===== config.mk =====
export PLATFORM = sky130hd
export DESIGN_NAME = fetch_stage_flat
export DESIGN_NICKNAME = d
export VERILOG_FILES = /design/src/rtl/fetch_stage_if.sv /design/src/rtl/fetch_stage.sv /design/src/flat_wrapper.sv
export SDC_FILE = /design/constraint.sdc
export NUM_CORES = 1
export LEC_CHECK = 0
export CAP_MARGIN = 20
export CORE_MARGIN = 5
export CORE_UTILIZATION = 36
export DETAILED_ROUTE_END_ITERATION = 16
export GPL_TIMING_DRIVEN = 0
export HOLD_SLACK_MARGIN = 0.06
export PLACE_DENSITY = 0.68
export SYNTH_ARGS = -nofsm -noshare
export SYNTH_HDL_FRONTEND = slang
export SYNTH_SLANG_ARGS = --single-unit

===== constraint.sdc =====
create_clock -name clk -period 7.3 [get_ports clk]
set_input_delay 0.73 -clock clk [delete_from_list [all_inputs] [get_ports clk]]
set_output_delay 0.73 -clock clk [all_outputs]
set_load 0.01 [all_outputs]

===== src/rtl/fetch_stage_if.sv =====
// rtl/fetch_stage_if.sv - instruction-memory req/ack bus between fetch_stage and imem
interface fetch_stage_if #(
    parameter int PC_WIDTH = 32
);
    logic                imem_req;
    logic [PC_WIDTH-1:0] imem_addr;
    logic                imem_ack;
    logic [31:0]         imem_rdata;

    // fetch_stage drives the request, memory answers with ack/rdata
    modport master (
        output imem_req,
        output imem_addr,
        input  imem_ack,
        input  imem_rdata
    );

    modport slave (
        input  imem_req,
        input  imem_addr,
        output imem_ack,
        output imem_rdata
    );
endinterface


===== src/rtl/fetch_stage.sv =====
// rtl/fetch_stage.sv - instruction fetch stage with IF/ID register, skid buffer and redirects (optional FETCH_PERF_EN counters)
module fetch_stage #(
    parameter int                 PC_WIDTH = 32,
    parameter logic [PC_WIDTH-1:0] RESET_PC = '0
) (
    input  logic                clk,
    input  logic                rst,
    fetch_stage_if.master       imem,
    input  logic                stall,
    input  logic                branch_taken,
    input  logic [PC_WIDTH-1:0] branch_target,
    input  logic                jump,
    input  logic [25:0]         jump_index,
    output logic                if_valid,
    output logic [31:0]         if_instr,
    output logic [PC_WIDTH-1:0] if_pc4,
    output logic [5:0]          opcode
`ifdef FETCH_PERF_EN
    ,
    output logic [31:0]         fetch_count,
    output logic [31:0]         stall_count
`endif
);

    typedef enum logic [1:0] {
        ST_FETCH,
        ST_HOLD,
        ST_DRAIN
    } state_t;

    state_t              state_q;
    logic [PC_WIDTH-1:0] pc_q;
    logic                req_q;
    logic [PC_WIDTH-1:0] req_addr_q;
    logic                if_valid_q;
    logic [31:0]         if_instr_q;
    logic [PC_WIDTH-1:0] if_pc4_q;
    logic                skid_valid_q;
    logic [31:0]         skid_instr_q;
    logic [PC_WIDTH-1:0] skid_pc4_q;

    logic                redirect;
    logic [PC_WIDTH-1:0] redirect_pc;
    logic                ack_v;
    logic [PC_WIDTH-1:0] req_pc4;

    // Branch from EX is older than a jump in ID, so it wins the target select.
    // An ack only counts while our own request is up; stale acks after reset are dropped.
    always_comb begin
        redirect    = branch_taken | jump;
        redirect_pc = branch_taken ? branch_target
                                   : {if_pc4_q[PC_WIDTH-1:28], jump_index, 2'b00};
        ack_v       = imem.imem_ack & req_q;
        req_pc4     = req_addr_q + PC_WIDTH'(4);
    end

    // Fetch FSM: owns the PC, the outstanding request, the skid buffer and IF/ID.
    always_ff @(posedge clk or posedge rst) begin
        if (rst) begin
            state_q      <= ST_FETCH;
            pc_q         <= RESET_PC;
            req_q        <= 1'b0;
            req_addr_q   <= RESET_PC;
            if_valid_q   <= 1'b0;
            if_instr_q   <= 32'h0;
            if_pc4_q     <= '0;
            skid_valid_q <= 1'b0;
            skid_instr_q <= 32'h0;
            skid_pc4_q   <= '0;
        end else begin
            case (state_q)
                ST_FETCH: begin
                    if (!req_q) begin
                        // First cycle out of reset: open the request at the current pc,
                        // or straight at the redirect target if one is already pending.
                        req_q      <= 1'b1;
                        req_addr_q <= redirect ? redirect_pc : pc_q;
                        pc_q       <= redirect ? redirect_pc : pc_q;
                        if (redirect) begin
                            if_valid_q   <= 1'b0;
                            if_instr_q   <= 32'h0;
                            skid_valid_q <= 1'b0;
                        end
                    end else if (redirect) begin
                        if_valid_q   <= 1'b0;
                        if_instr_q   <= 32'h0;
                        skid_valid_q <= 1'b0;
                        pc_q         <= redirect_pc;
                        if (ack_v) begin
                            // Wrong-path word arrived this cycle: drop it, restart at target.
                            req_addr_q <= redirect_pc;
                        end else begin
                            // Memory still owes us the old word; wait it out at the old address.
                            state_q <= ST_DRAIN;
                        end
                    end else if (ack_v) begin
                        pc_q <= req_pc4;
                        if (stall) begin
                            skid_valid_q <= 1'b1;
                            skid_instr_q <= imem.imem_rdata;
                            skid_pc4_q   <= req_pc4;
                            req_q        <= 1'b0;
                            state_q      <= ST_HOLD;
                        end else begin
                            if_valid_q <= 1'b1;
                            if_instr_q <= imem.imem_rdata;
                            if_pc4_q   <= req_pc4;
                            req_addr_q <= req_pc4;
                        end
                    end
                end

                ST_HOLD: begin
                    if (redirect) begin
                        if_valid_q   <= 1'b0;
                        if_instr_q   <= 32'h0;
                        skid_valid_q <= 1'b0;
                        pc_q         <= redirect_pc;
                        req_q        <= 1'b1;
                        req_addr_q   <= redirect_pc;
                        state_q      <= ST_FETCH;
                    end else if (!stall) begin
                        if_valid_q   <= skid_valid_q;
                        if_instr_q   <= skid_instr_q;
                        if_pc4_q     <= skid_pc4_q;
                        skid_valid_q <= 1'b0;
                        req_q        <= 1'b1;
                        req_addr_q   <= pc_q;
                        state_q      <= ST_FETCH;
                    end
                end

                ST_DRAIN: begin
                    // IF/ID is already flushed; later redirects only move the pc.
                    if (redirect) begin
                        pc_q <= redirect_pc;
                    end
                    if (ack_v) begin
                        req_addr_q <= redirect ? redirect_pc : pc_q;
                        state_q    <= ST_FETCH;
                    end
                end

                default: begin
                    state_q <= ST_FETCH;
                end
            endcase
        end
    end

    assign imem.imem_req  = req_q;
    assign imem.imem_addr = req_addr_q;
    assign if_valid       = if_valid_q;
    assign if_instr       = if_instr_q;
    assign if_pc4         = if_pc4_q;
    assign opcode         = if_instr_q[31:26];

`ifdef FETCH_PERF_EN
    logic fetch_accept;

    // Only acks that actually land in IF/ID or the skid buffer are counted.
    always_comb begin
        fetch_accept = (state_q == ST_FETCH) & ack_v & ~redirect;
    end

    logic [31:0] fetch_count_q;
    logic [31:0] stall_count_q;

    // Saturating performance counters.
    always_ff @(posedge clk or posedge rst) begin
        if (rst) begin
            fetch_count_q <= 32'h0;
            stall_count_q <= 32'h0;
        end else begin
            if (fetch_accept && fetch_count_q != 32'hFFFF_FFFF) begin
                fetch_count_q <= fetch_count_q + 32'd1;
            end
            if (stall && if_valid_q && stall_count_q != 32'hFFFF_FFFF) begin
                stall_count_q <= stall_count_q + 32'd1;
            end
        end
    end

    assign fetch_count = fetch_count_q;
    assign stall_count = stall_count_q;
`endif

endmodule


===== src/flat_wrapper.sv =====
// flat-port wrapper written by rule: the top's interface ports become plain ports
module fetch_stage_flat 
#(
    parameter int                 PC_WIDTH = 32,
    parameter logic [PC_WIDTH-1:0] RESET_PC = '0
)
  (clk, rst, stall, branch_taken, branch_target, jump, jump_index, if_valid, if_instr, if_pc4, opcode, imem_imem_req, imem_imem_addr, imem_imem_ack, imem_imem_rdata);
  fetch_stage_if #(.PC_WIDTH(PC_WIDTH)) imem_i ();
  input  logic clk;
  input  logic rst;
  input  logic stall;
  input  logic branch_taken;
  input  logic [PC_WIDTH-1:0] branch_target;
  input  logic jump;
  input  logic [25:0] jump_index;
  output logic if_valid;
  output logic [31:0] if_instr;
  output logic [PC_WIDTH-1:0] if_pc4;
  output logic [5:0] opcode;
  output wire logic [$bits(imem_i.imem_req)-1:0] imem_imem_req;
  output wire logic [$bits(imem_i.imem_addr)-1:0] imem_imem_addr;
  input wire logic [$bits(imem_i.imem_ack)-1:0] imem_imem_ack;
  input wire logic [$bits(imem_i.imem_rdata)-1:0] imem_imem_rdata;
  assign imem_imem_req = imem_i.imem_req;
  assign imem_imem_addr = imem_i.imem_addr;
  assign imem_i.imem_ack = imem_imem_ack;
  assign imem_i.imem_rdata = imem_imem_rdata;
  fetch_stage #(.PC_WIDTH(PC_WIDTH), .RESET_PC(RESET_PC)) u_core (.clk(clk), .rst(rst), .imem(imem_i), .stall(stall), .branch_taken(branch_taken), .branch_target(branch_target), .jump(jump), .jump_index(jump_index), .if_valid(if_valid), .if_instr(if_instr), .if_pc4(if_pc4), .opcode(opcode));
endmodule

Word level (Yosys, flattened, before mapping)
Index checks and enable logic that the tools add are counted.

word-level totals
  flip-flop bits (word level) = 197
  bits of input ports = 96
  output and inout port bits = 104
  word-level logic and storage cells = 103

operators by class
  add/sub/neg operators = 1
  equal/unequal tests = 18
  multiplexer cells = 58
  bitwise operators = 3
  reductions and logical operators = 13

operators by type and width
  cell                     number
  $mux W32                 24
  $pmux W32 S2             3
  $pmux W32 S3             1
  $add A32 B3 Y32 const B  1
  $reduce_and A5 Y1        4
  $mux W1                  18
  $mux W2                  8
  $ne A3 B2 Y1 const B     3
  $ne A2 B2 Y1 const B     4
  $ne A4 B4 Y1 const B     2
  $reduce_and A7 Y1        1
  $ne A2 B1 Y1 const B     3
  $ne A3 B1 Y1 const B     2
  $ne A3 B3 Y1 const B     2
  $pmux W1 S2              3
  $pmux W2 S3              1
  $reduce_and A6 Y1        1
  $reduce_and A2 Y1        2
  $reduce_bool A2 Y1       2
  $reduce_bool A3 Y1       1
  $eq A2 B1 Y1 const B     1
  $eq A2 B2 Y1 const B     1
  $logic_not A2 Y1         1
  $reduce_or A2 Y1         1
  other kinds (3)          3

Depth between registers and ports, before layout
Gate-level depths: netlist (run 1).

  depth in word-level cells = 6
  gate-level depth with buffers = 9
  gate-level depth less buffers = 7

Least setup slack after synthesis (run 1)
OpenSTA, ideal clock, no wires.

  path kind = input to register
  from = in branch_taken
  to = reg u_core.req_addr_q[17], in the netlist u_core.imem.imem_addr[17]
  library setup time = 0.074 ns
  arrival time = 2.201 ns
  data required time = 7.226 ns
  slack = 5.025 ns
  cell stages on the path = 7
  path buffers = 2
  cell sequence = buf_6 > or4b_4 > buf_6 > or4_1 > mux2i_1 > nor2_1 > o21ai_2

between the ends
  word-level cells in the longest chain between the ends = 5
  elaborated cells on any way between the ends = 12
  classes of those cells = eq/ne (2); mux (8); bitwise (1); reduce/logical (1)

RTL lines
  element                 line                RTL
  start: declaration      flat_wrapper.sv:12  input logic branch_taken;
  $mux W32                fetch_stage.sv:51   redirect_pc = branch_taken ? branch_target
  $mux W32                fetch_stage.sv:89   if (ack_v) begin
  $mux W32                fetch_stage.sv:84   end else if (redirect) begin
  $mux W32                fetch_stage.sv:73   if (!req_q) begin
  $pmux W32 S3            fetch_stage.sv:71   case (state_q)
  end signal: assignment  fetch_stage.sv:77   req_addr_q <= redirect ? redirect_pc : pc_q;
  end signal: assignment  fetch_stage.sv:91   req_addr_q <= redirect_pc;
  end signal: assignment  fetch_stage.sv:108  req_addr_q <= req_pc4;
  end: declaration        fetch_stage.sv:34   logic [PC_WIDTH-1:0] req_addr_q;

Several ways; a longest one is shown, not always the timed one. The select of a mux whose other input is x is not followed.
A chain may end at the register's enable or synchronous reset.

Worst setup path after layout (run 1)
  from = in jump
  to = reg u_core.skid_pc4_q[13]

between the ends
  word-level cells in the longest chain between the ends = 3

RTL lines
  element                      line                RTL
  start: declaration           flat_wrapper.sv:14  input logic jump;
  $or A1 B1 Y1                 fetch_stage.sv:50   redirect = branch_taken | jump;
  $not A1 Y1 (no line)         n/a
  $reduce_and A5 Y1 (no line)  n/a
  end signal: assignment       fetch_stage.sv:101  skid_pc4_q <= req_pc4;
  end: declaration             fetch_stage.sv:40   logic [PC_WIDTH-1:0] skid_pc4_q;

Every way passes these cells.

==> impl_metrics.env, run 1 <==
export IMPL_startpoint_type="input port"
export IMPL_p_switching_w=0.00246
export IMPL_tightest_slew_ps=1000
export IMPL_place_area_um2=12500
export IMPL_period_needed_ps=3140
export IMPL_max_cap_viol_count=0
export IMPL_final_nets=1369
export IMPL_drive_above_1_share_pct=10.9
export IMPL_grt_pass1_vias=9019
export IMPL_cts_max_level=4
export IMPL_synth_cells=1050
export IMPL_critical_path_required_ps=7570
export IMPL_top_level_ports=200
export IMPL_grt_antenna_before_repair=1
export IMPL_synth_seq_cells=197
export IMPL_crit_family="buffers and inverters"
export IMPL_synth_top_area_cell="dfrtp_1"
export IMPL_drv_slew=0
export IMPL_ant_nets=0
export IMPL_ys_seq_area_share_pct=49.3
export IMPL_die_w_um=177
export IMPL_drc=0
export IMPL_p_int_w=0.00325
export IMPL_post_route_period_util_pct=43.0
export IMPL_final_hold_viol_count=0
export IMPL_cp_end_kind="register"
export IMPL_synth_area_um2=9990
export IMPL_fin_util_pct=47.3
export IMPL_final_cell_mix="clkdlybuf4s50_1, dfrtp_1, nand2_1, o21ai_0, nor2_1"
export IMPL_share_seq_of_total_power_pct=35.3
export IMPL_clkPwrFrac_pct=16.7
export IMPL_clock_path_buffers=2
export IMPL_crit_top_cell="nor2_1"
export IMPL_clkTransAtPathRegs_ps=80
export IMPL_pwr_share_comb_pct=47.9
export IMPL_yosysUniqueCellTypes=77
export IMPL_grt_first_pass_wirelength_mm=54.7
export IMPL_vias_per_cell=5.58
export IMPL_yosysWarningCount=0
export IMPL_finalWeightedCongestion=0.972
export IMPL_cts_hold_buf=0
export IMPL_area_growth_pct=30.8
export IMPL_cts_buffers_inserted=17
export IMPL_drtIter0Drc=877
export IMPL_grt_total_usage_pct=22.9
export IMPL_ctsResizeCount=0
export IMPL_cts_root_buffer="clkbuf_16"
export IMPL_rows=61
export IMPL_path_class="input port to register"
export IMPL_fin_hold_ws_ps=482
export IMPL_setup_tns_ps=0
export IMPL_start_util_pct=36.2
export IMPL_status="finished, final reports clean"
export IMPL_slowest_delay_ps=590
export IMPL_cp_arrival_ps=3410
export IMPL_clock_sinks=197
export IMPL_overflow=0
export IMPL_synth_edff_count=0
export IMPL_wire_per_inst_um=21.7
export IMPL_die_area_um2=31200
export IMPL_p_leak_nw=5.27
export IMPL_avgSynthCellArea_um2=9.52
export IMPL_dp_hpwl_mm=26.7
export IMPL_r2r_setup_slack_ps=4250
export IMPL_routed_wl_mm=36.0
export IMPL_hold_class="register to register"
export IMPL_crit_buf_inv=4
export IMPL_fin_area_um2=13100
export IMPL_crit_fanout=10
export IMPL_crit_chain="clkdlybuf4s50_1, nor2_1, clkbuf_1, nand2_1, nor2_1, buf_2, buf_1, a31oi_1"
export IMPL_netlist_area_leader_share_pct=49.3
export IMPL_vias=9277
export IMPL_portBuffers=197
export IMPL_finClkSkew_ps=18.2
export IMPL_slew_headroom_pct=33.3
export IMPL_async_reset_ff_share_pct=100
export IMPL_sw_frac_of_total_pct=43.1
export IMPL_vdd_drop_max_mv=0.192
export IMPL_postCtsSetupBuffers=0
export IMPL_chipHeight_um=177
export IMPL_power_density_nw_per_um2=437
export IMPL_slowest_stage="buf_1"
export IMPL_drtPass1Iterations=6
export IMPL_ys_top_cells_by_area="dfrtp_1, o21ai_0, mux2_2"
export IMPL_syn_num_nets=1151
export IMPL_rsz0062_at_grt="no"
export IMPL_grt_max_degree=118
export IMPL_fmax_mhz=319
export IMPL_cts_tree="built"
export IMPL_synth_flop_cell="dfrtp_1"
export IMPL_setup_viol=0
export IMPL_clk_latency_ps=450
export IMPL_core_region_area_um2=27600
-- path summary, 6_finish.rpt --
path / endpoint / cells after the start / startpoint
max: u_core.skid_pc4_q[13]$_DFFE_PP0P_ / 8 / jump
min: u_core.pc_q[2]$_DFFE_PP0P_ / 2 / u_core.pc_q[2]$_DFFE_PP0P_
max reg2reg: u_core.imem.imem_addr[13]$_DFFE_PP0P_ / 6 / u_core.imem.imem_addr[7]$_DFFE_PP0P_
min reg2reg: u_core.pc_q[2]$_DFFE_PP0P_ / 2 / u_core.pc_q[2]$_DFFE_PP0P_
max in group asynchronous: u_core.pc_q[1]$_DFFE_PP0P_ / 3 / rst
min in group asynchronous: u_core.if_pc4[30]$_DFFE_PP0P_ / 2 / rst
-- stage by stage --
step | power, W | cells | setup slack [ps]
after floorplan | 0.00344 | 1050 | 1200
after global placement | 0.00468 | 1625 | -1640
after detailed placement | 0.00474 | 1627 | 3790
after CTS | 0.00570 | 1659 | 4240
after global routing | 0.00606 | 1660 | 4030
final | 0.00572 | 1662 | 4160
-- cells in the mapped netlist, drive strengths merged, types with 14 or more instances --
master and n:
nor3 17, nor2 69, a22oi 40, buf 39, mux2i 18, dfrtp 197
nand3 27, a31oi 14, mux2 49, o21ai 129, nand2 146, inv 18
clkbuf 51, a21oi 55
-- flip-flops by register name, indices dropped and copies added, names as in the netlist --
signal	count
u_core.if_instr	32
u_core.if_pc4	32
u_core.if_valid	1
u_core.imem.imem_addr	32
u_core.imem.imem_req	1
u_core.pc_q	32
u_core.skid_instr_q	32
u_core.skid_pc4_q	32
u_core.skid_valid_q	1
u_core.state_q	2
-- worst min-delay path, delay by kind of cell, from the launching register on --
| family | cells | cell delay (ps) |
|---|---|---|
| flip-flops | 1 | 350 |
| AND/OR/NAND/NOR | 2 | 100 |
-- final cells by class --
class                   count  area (um^2)
well taps                 378          473
clock buffers              17          425
inverters                  19         78.8
repair buffers            199         2000
plain buffers              90          415
multi-input cells         744         4580
diodes                      3         7.51
flip-flops and latches    197         4930
fillers                  2675        14600
clock inverters            15          158
-- logic make-up (layout without fill, tap and decap cells) --
logic type	Yosys count	count (layout)	share of synthesized area (%)
AOI/OAI and AO/OA	323	323	20.3
xor gates and xnor gates	20	20	1.75
adders and majority gates	5	5	0.626
buffers and inverters	109	340	4.87
DFF	197	197	49.3
muxes	67	67	7.32
other	0	3	0
and+or+nand+nor	329	329	15.8
-- power groups by stage --
stage / clock (W) / sequential, W / combinational (W)
after floorplan: 0 / 0.00203 / 0.00141
after global placement: 0 / 0.00202 / 0.00265
after detailed placement: 0 / 0.00204 / 0.00270
after CTS: 0.000968 / 0.00202 / 0.00271
after global routing: 0.00101 / 0.00209 / 0.00296
final: 0.000957 / 0.00202 / 0.00274
-- per-layer routing --
metal	GRT usage, %	vias up	routed length [um]
met2	34.8	364	16600
li1	-	4216	-
met1	32.8	4640	15900
met3	4.76	57	2680
met5	0	-	0
met4	7.16	0	871
No activity file was read; power rests on OpenSTA's default activity.
==> inputs of run 2 (changes only) <==
==> constraint.sdc (replaced) <==
create_clock -name clk -period 3.1 [get_ports clk]
set_input_delay 0.31 -clock clk [delete_from_list [all_inputs] [get_ports clk]]
set_output_delay 0.31 -clock clk [all_outputs]
set_load 0.01 [all_outputs]
==> run 2 against run 1 <==
Design area rose by 0.78%; non-clock buffer count rose by 4; clock power rose by 140%; critical endpoint is now u_core.imem.imem_addr[13]$_DFFE_PP0P_.
==> impl_metrics.env, run 2 (synthesized netlist as in run 1, its figures left out) <==
export IMPL_drtPass1Iterations=5
export IMPL_drive_above_1_share_pct=11.3
export IMPL_fmax_mhz=353
export IMPL_critPathCapture="u_core.imem.imem_addr[13]$_DFFE_PP0P_"
export IMPL_worst_r2r_path_depth=6
export IMPL_area_growth_pct=31.8
export IMPL_clk_latency_ps=440
export IMPL_final_nets=1373
export IMPL_period_needed_ps=2830
export IMPL_routed_wl_mm=35.8
export IMPL_multi_input_area_um2=4580
export IMPL_power_density_nw_per_um2=1020
export IMPL_drtIter0Drc=924
export IMPL_cts_tree="built"
export IMPL_cts_max_level=4
export IMPL_critical_path_required_ps=3390
export IMPL_fin_hold_ws_ps=195
export IMPL_crit_fanout=10
export IMPL_post_route_period_util_pct=91.4
export IMPL_chipHeight_um=177
export IMPL_hold_class="input port to asynchronous set/reset pin"
export IMPL_final_hold_viol_count=0
export IMPL_slowest_stage="o41ai_1"
export IMPL_fin_cells=1664
export IMPL_final_cell_mix="clkdlybuf4s50_1, dfrtp_1, nand2_1, o21ai_0, nor2_1"
export IMPL_slowest_delay_ps=920
export IMPL_crit_family="compound AO/OA/AOI/OAI gates"
export IMPL_die_area_um2=31200
export IMPL_clkTransAtPathRegs_ps=80
export IMPL_drv_slew=0
export IMPL_rsz0062_at_grt="no"
export IMPL_regToRegEndpoint="u_core.imem.imem_addr[13]$_DFFE_PP0P_"
export IMPL_worstReg2RegStart="u_core.imem.imem_addr[7]$_DFFE_PP0P_"
export IMPL_ff_latch_area_um2=4930
export IMPL_wire_per_inst_um=21.5
export IMPL_setup_viol=0
export IMPL_crit_chain="nand4_2, buf_2, o41ai_1, a31oi_1, a221oi_1, a21oi_1"
export IMPL_max_cap_viol_count=0
export IMPL_clock_sinks=197
export IMPL_dp_hpwl_mm=26.8
export IMPL_r2r_setup_slack_ps=270
export IMPL_ant_nets=0
export IMPL_core_region_area_um2=27600
export IMPL_start_util_pct=36.2
export IMPL_post_place_ws_ps=-74.6
export IMPL_fillers=2765
export IMPL_grt_total_usage_pct=22.7
export IMPL_cts_buffers_inserted=17
export IMPL_startpoint_type="register"
export IMPL_p_leak_nw=5.32
export IMPL_top_level_ports=200
export IMPL_cts_root_buffer="clkbuf_16"
export IMPL_cp_end_kind="register"
export IMPL_setup_worst_path_start="u_core.imem.imem_addr[7]$_DFFE_PP0P_"
export IMPL_clock_path_buffers=2
export IMPL_overflow=0
export IMPL_path_class="register to register"
export IMPL_portBuffers=197
export IMPL_post_place_cells=1631
export IMPL_crit_cells=6
export IMPL_slew_headroom_pct=32.0
export IMPL_vias_per_cell=5.51
export IMPL_finalWeightedCongestion=0.985
export IMPL_tightest_slew_ps=1010
export IMPL_grt_first_pass_wirelength_mm=54.3
export IMPL_drc=0
export IMPL_finClkSkew_ps=13.9
export IMPL_rows=61
export IMPL_status="finished, final reports clean"
export IMPL_vias=9169
export IMPL_crit_buf_inv=1
export IMPL_grt_antenna_before_repair=1
export IMPL_grt_pass1_vias=8988
export IMPL_grt_max_degree=42
export IMPL_vdd_drop_max_mv=0.411
export IMPL_setup_ws_ps=266
export IMPL_cp_arrival_ps=3120
export IMPL_die_w_um=177
run 2: cell types whose count changed in the layout (fill, tap and decap cells not counted), sizes merged:
cell / change
buf: +3
clkbuf: +1
clkinv: +9
clkinvlp: -2
diode: -2
inv: -7
run 2: worst min path at each step:
stage	from	to	slack (ps)	cells after the start
after floorplan	u_core.pc_q[2]$_DFFE_PP0P_	u_core.pc_q[2]$_DFFE_PP0P_	440	2
after CTS	rst	u_core.if_pc4[31]$_DFFE_PP0P_	190	2
after global placement	u_core.pc_q[2]$_DFFE_PP0P_	u_core.pc_q[2]$_DFFE_PP0P_	450	2
after detailed placement	u_core.pc_q[2]$_DFFE_PP0P_	u_core.pc_q[2]$_DFFE_PP0P_	460	2
after global routing	rst	u_core.if_pc4[30]$_DFFE_PP0P_	220	2
final	rst	u_core.pc_q[27]$_DFFE_PP0P_	190	2
run 2: cell type report:
cell class / instances / area share, %
well taps: 378 / 3.59
diodes: 1 / 0.0190
multi-input cells: 744 / 34.8
repair buffers: 203 / 15.8
flip-flops and latches: 197 / 37.4
clock inverters: 15 / 1.47
inverters: 19 / 0.570
clock buffers: 17 / 3.23
plain buffers: 90 / 3.16
run 2: per-layer routing:
layer	GRT usage, %	routed length [um]	vias to the layer above
li1	-	-	4217
met1	32.0	15700	4571
met2	35.3	16500	345
met3	5.58	2970	36
met4	5.54	578	0
met5	0	0	-
run 2: worst reg2reg max path, cell delays in order (launching register included):
cell	delay, ps
dfrtp_1	560
nand4_2	230
buf_2	260
o41ai_1	920
a31oi_1	190
a221oi_1	400
a21oi_1	120
run 2: through the flow:
| stage | TNS [ps] | instance area [um^2] | total power [W] | util (%) |
|---|---|---|---|---|
| after CTS | 0 | 13200 | 0.0135 | 47.7 |
| after global routing | 0 | 13200 | 0.0143 | 47.7 |
| after global placement | -285570 | 12400 | 0.0110 | 45.0 |
| final | 0 | 13200 | 0.0135 | 47.7 |
| after detailed placement | -320 | 12500 | 0.0112 | 45.4 |
| after floorplan | 0 | 10000 | 0.00811 | - |
run 2: report_power, final:
part	switching, W	internal, W	leakage, nW
Sequential	0.000963	0.00379	2.45
Combinational	0.00365	0.00279	2.57
Clock	0.00116	0.00110	0.296
Total	0.00578	0.00768	5.32
run 2: repair_timing:
action,in CTS,in global routing
hold buffers,0,0
endpoints found under the setup margin,0,7
gates resized for setup,0,1
setup buffers,0,0
==> inputs of run 3 (changes only) <==
--- a/config.mk
+++ b/config.mk
@@ -6,12 +6,10 @@
 export NUM_CORES = 1
 export LEC_CHECK = 0
 export CAP_MARGIN = 20
-export CORE_MARGIN = 5
-export CORE_UTILIZATION = 36
+export CORE_UTILIZATION = 40
 export DETAILED_ROUTE_END_ITERATION = 16
 export GPL_TIMING_DRIVEN = 0
-export HOLD_SLACK_MARGIN = 0.06
-export PLACE_DENSITY = 0.68
+export PLACE_DENSITY = 0.74
 export SYNTH_ARGS = -nofsm -noshare
 export SYNTH_HDL_FRONTEND = slang
 export SYNTH_SLANG_ARGS = --single-unit
==> run 3 against run 2 <==
Register-to-register slack got worse by 40 ps; non-clock buffer count unchanged; clock power hardly changed; design area shrank 0.61%; utilization rose by 6.0 points.
==> impl_metrics.env, run 3 (synthesized netlist as in run 1, its figures left out) <==
export IMPL_power_density_nw_per_um2=1030
export IMPL_clkTransAtPathRegs_ps=80
export IMPL_tightest_slew_ps=950
export IMPL_critical_path_required_ps=3390
export IMPL_start_util_pct=41.0
export IMPL_top_level_ports=200
export IMPL_clock_sinks=197
export IMPL_cp_end_kind="register"
export IMPL_cts_buffers_inserted=17
export IMPL_overflow=0
export IMPL_portBuffers=197
export IMPL_setup_worst_path_start="u_core.state_q[0]$_DFFE_PP0P_"
export IMPL_ant_nets=0
export IMPL_routed_wl_mm=34.8
export IMPL_cts_root_buffer="clkbuf_16"
export IMPL_setup_ws_ps=223
export IMPL_area_growth_pct=31.0
export IMPL_vdd_drop_max_mv=0.440
export IMPL_fmax_mhz=348
export IMPL_worst_r2r_path_depth=7
export IMPL_clk_latency_ps=440
export IMPL_drc=0
export IMPL_finClkSkew_ps=10.3
export IMPL_final_cell_mix="clkdlybuf4s50_1, dfrtp_1, nand2_1, o21ai_0, nor2_1"
export IMPL_drtIter0Drc=1032
export IMPL_worstReg2RegStart="u_core.state_q[0]$_DFFE_PP0P_"
export IMPL_r2r_setup_slack_ps=220
export IMPL_status="finished, final reports clean"
export IMPL_slew_headroom_pct=35.9
export IMPL_p_int_w=0.00768
export IMPL_p_leak_nw=5.31
export IMPL_final_hold_viol_count=0
export IMPL_startpoint_type="register"
export IMPL_clock_path_buffers=2
export IMPL_fillers=2312
export IMPL_wire_per_inst_um=21.6
export IMPL_sw_frac_of_total_pct=43.0
export IMPL_regToRegEndpoint="u_core.pc_q[20]$_DFFE_PP0P_"
export IMPL_rsz0062_at_grt="no"
export IMPL_pwr_share_comb_pct=47.7
export IMPL_hold_class="input port to asynchronous set/reset pin"
export IMPL_post_route_period_util_pct=92.8
export IMPL_crit_fanout=10
export IMPL_drive_above_1_share_pct=11.2
export IMPL_clkPwrFrac_pct=16.9
export IMPL_drtPass1Iterations=5
export IMPL_grt_max_degree=41
export IMPL_p_switching_w=0.00579
export IMPL_core_region_area_um2=24400
export IMPL_post_place_ws_ps=-3.08
export IMPL_die_w_um=160
export IMPL_grt_first_pass_wirelength_mm=53.6
export IMPL_share_seq_of_total_power_pct=35.4
export IMPL_period_needed_ps=2880
export IMPL_cts_hold_buf=0
export IMPL_cp_arrival_ps=3170
export IMPL_path_class="register to register"
export IMPL_dp_hpwl_mm=25.7
export IMPL_drv_slew=0
export IMPL_cts_max_level=4
export IMPL_final_nets=1373
export IMPL_ctsResizeCount=0
export IMPL_max_cap_viol_count=0
export IMPL_critPathCapture="u_core.pc_q[20]$_DFFE_PP0P_"
export IMPL_chipHeight_um=160
export IMPL_cts_tree="built"
export IMPL_grt_pass1_vias=9083
export IMPL_vias=9375
export IMPL_grt_total_usage_pct=27.5
export IMPL_finalWeightedCongestion=0.994
export IMPL_p_total_w=0.0135
export IMPL_diodes=0
export IMPL_vias_per_cell=5.83
export IMPL_rows=57
export IMPL_grt_antenna_before_repair=0
export IMPL_postCtsSetupBuffers=0
export IMPL_die_area_um2=25600
export IMPL_setup_viol=0
run 3: changes by cell type in the layout (fill, tap and decap cells not counted):
| cell | before | now |
|---|---|---|
| clkinv_4 | 5 | 1 |
| diode_2 | 1 | 0 |
| clkbuf_2 | 2 | 1 |
| clkinvlp_4 | 1 | 2 |
| buf_1 | 3 | 4 |
| clkinv_8 | 8 | 7 |
| inv_6 | 1 | 5 |
run 3: layout make-up:
| cell class | instances | area [um^2] | share of cell area (%) |
|---|---|---|---|
| inverters | 19 | 75.1 | 0.573 |
| flip-flops and latches | 197 | 4930 | 37.7 |
| clock inverters | 15 | 185 | 1.41 |
| plain buffers | 90 | 415 | 3.17 |
| repair buffers | 203 | 2080 | 15.9 |
| multi-input cells | 744 | 4580 | 35.0 |
| well taps | 324 | 405 | 3.10 |
| clock buffers | 17 | 425 | 3.25 |
run 3: per-layer routing:
metal  vias to the layer above  routed length, um  part of all wire [%]  global-route usage (%)
met4                         0               1040                   3.0                    9.44
met1                      4637              14900                    43                    38.5
met5                         -                  0                     0                       0
met3                        68               3190                   9.2                    6.23
met2                       462              15600                    45                    42.0
li1                       4208                  -                     -                       -
run 3: worst min path at each step:
stage,start,end,slack (ps),cells past startpoint
after floorplan,u_core.pc_q[2]$_DFFE_PP0P_,u_core.pc_q[2]$_DFFE_PP0P_,440,2
after global placement,u_core.pc_q[2]$_DFFE_PP0P_,u_core.pc_q[2]$_DFFE_PP0P_,450,2
after detailed placement,u_core.pc_q[2]$_DFFE_PP0P_,u_core.pc_q[2]$_DFFE_PP0P_,460,2
after CTS,stall,u_core.imem.imem_req$_DFFE_PP0P_,300,3
after global routing,rst,u_core.if_pc4[0]$_DFFE_PP0P_,370,2
final,rst,u_core.if_pc4[0]$_DFFE_PP0P_,320,2
run 3: through the flow:
step,cells,setup TNS (ps),util [%],instance area (um^2),hold slack [ps]
global route,1609,0,53.7,13100,370
CTS,1609,0,53.7,13100,302
detailed placement,1577,-3.08,51.2,12500,458
finish,1609,0,53.7,13100,323
floorplan,1050,0,-,10000,439
global placement,1571,-268290,50.7,12400,452
run 3: power groups by stage:
stage          Sequential, W  Combinational (W)  Clock [W]
2_1_floorplan        0.00479            0.00332          0
3_3_place_gp         0.00474            0.00616          0
3_5_place_dp         0.00479            0.00632          0
4_1_cts              0.00474            0.00635    0.00228
5_1_grt              0.00491            0.00692    0.00240
6_report             0.00477            0.00642    0.00227
run 3: worst max-delay path: stages (launching register included):
cell and delay [ps]:
dfrtp_1 410, inv_1 110, ha_1 260, clkbuf_1 370, a41o_1 230, clkbuf_1 560
clkbuf_1 570, o221ai_1 220
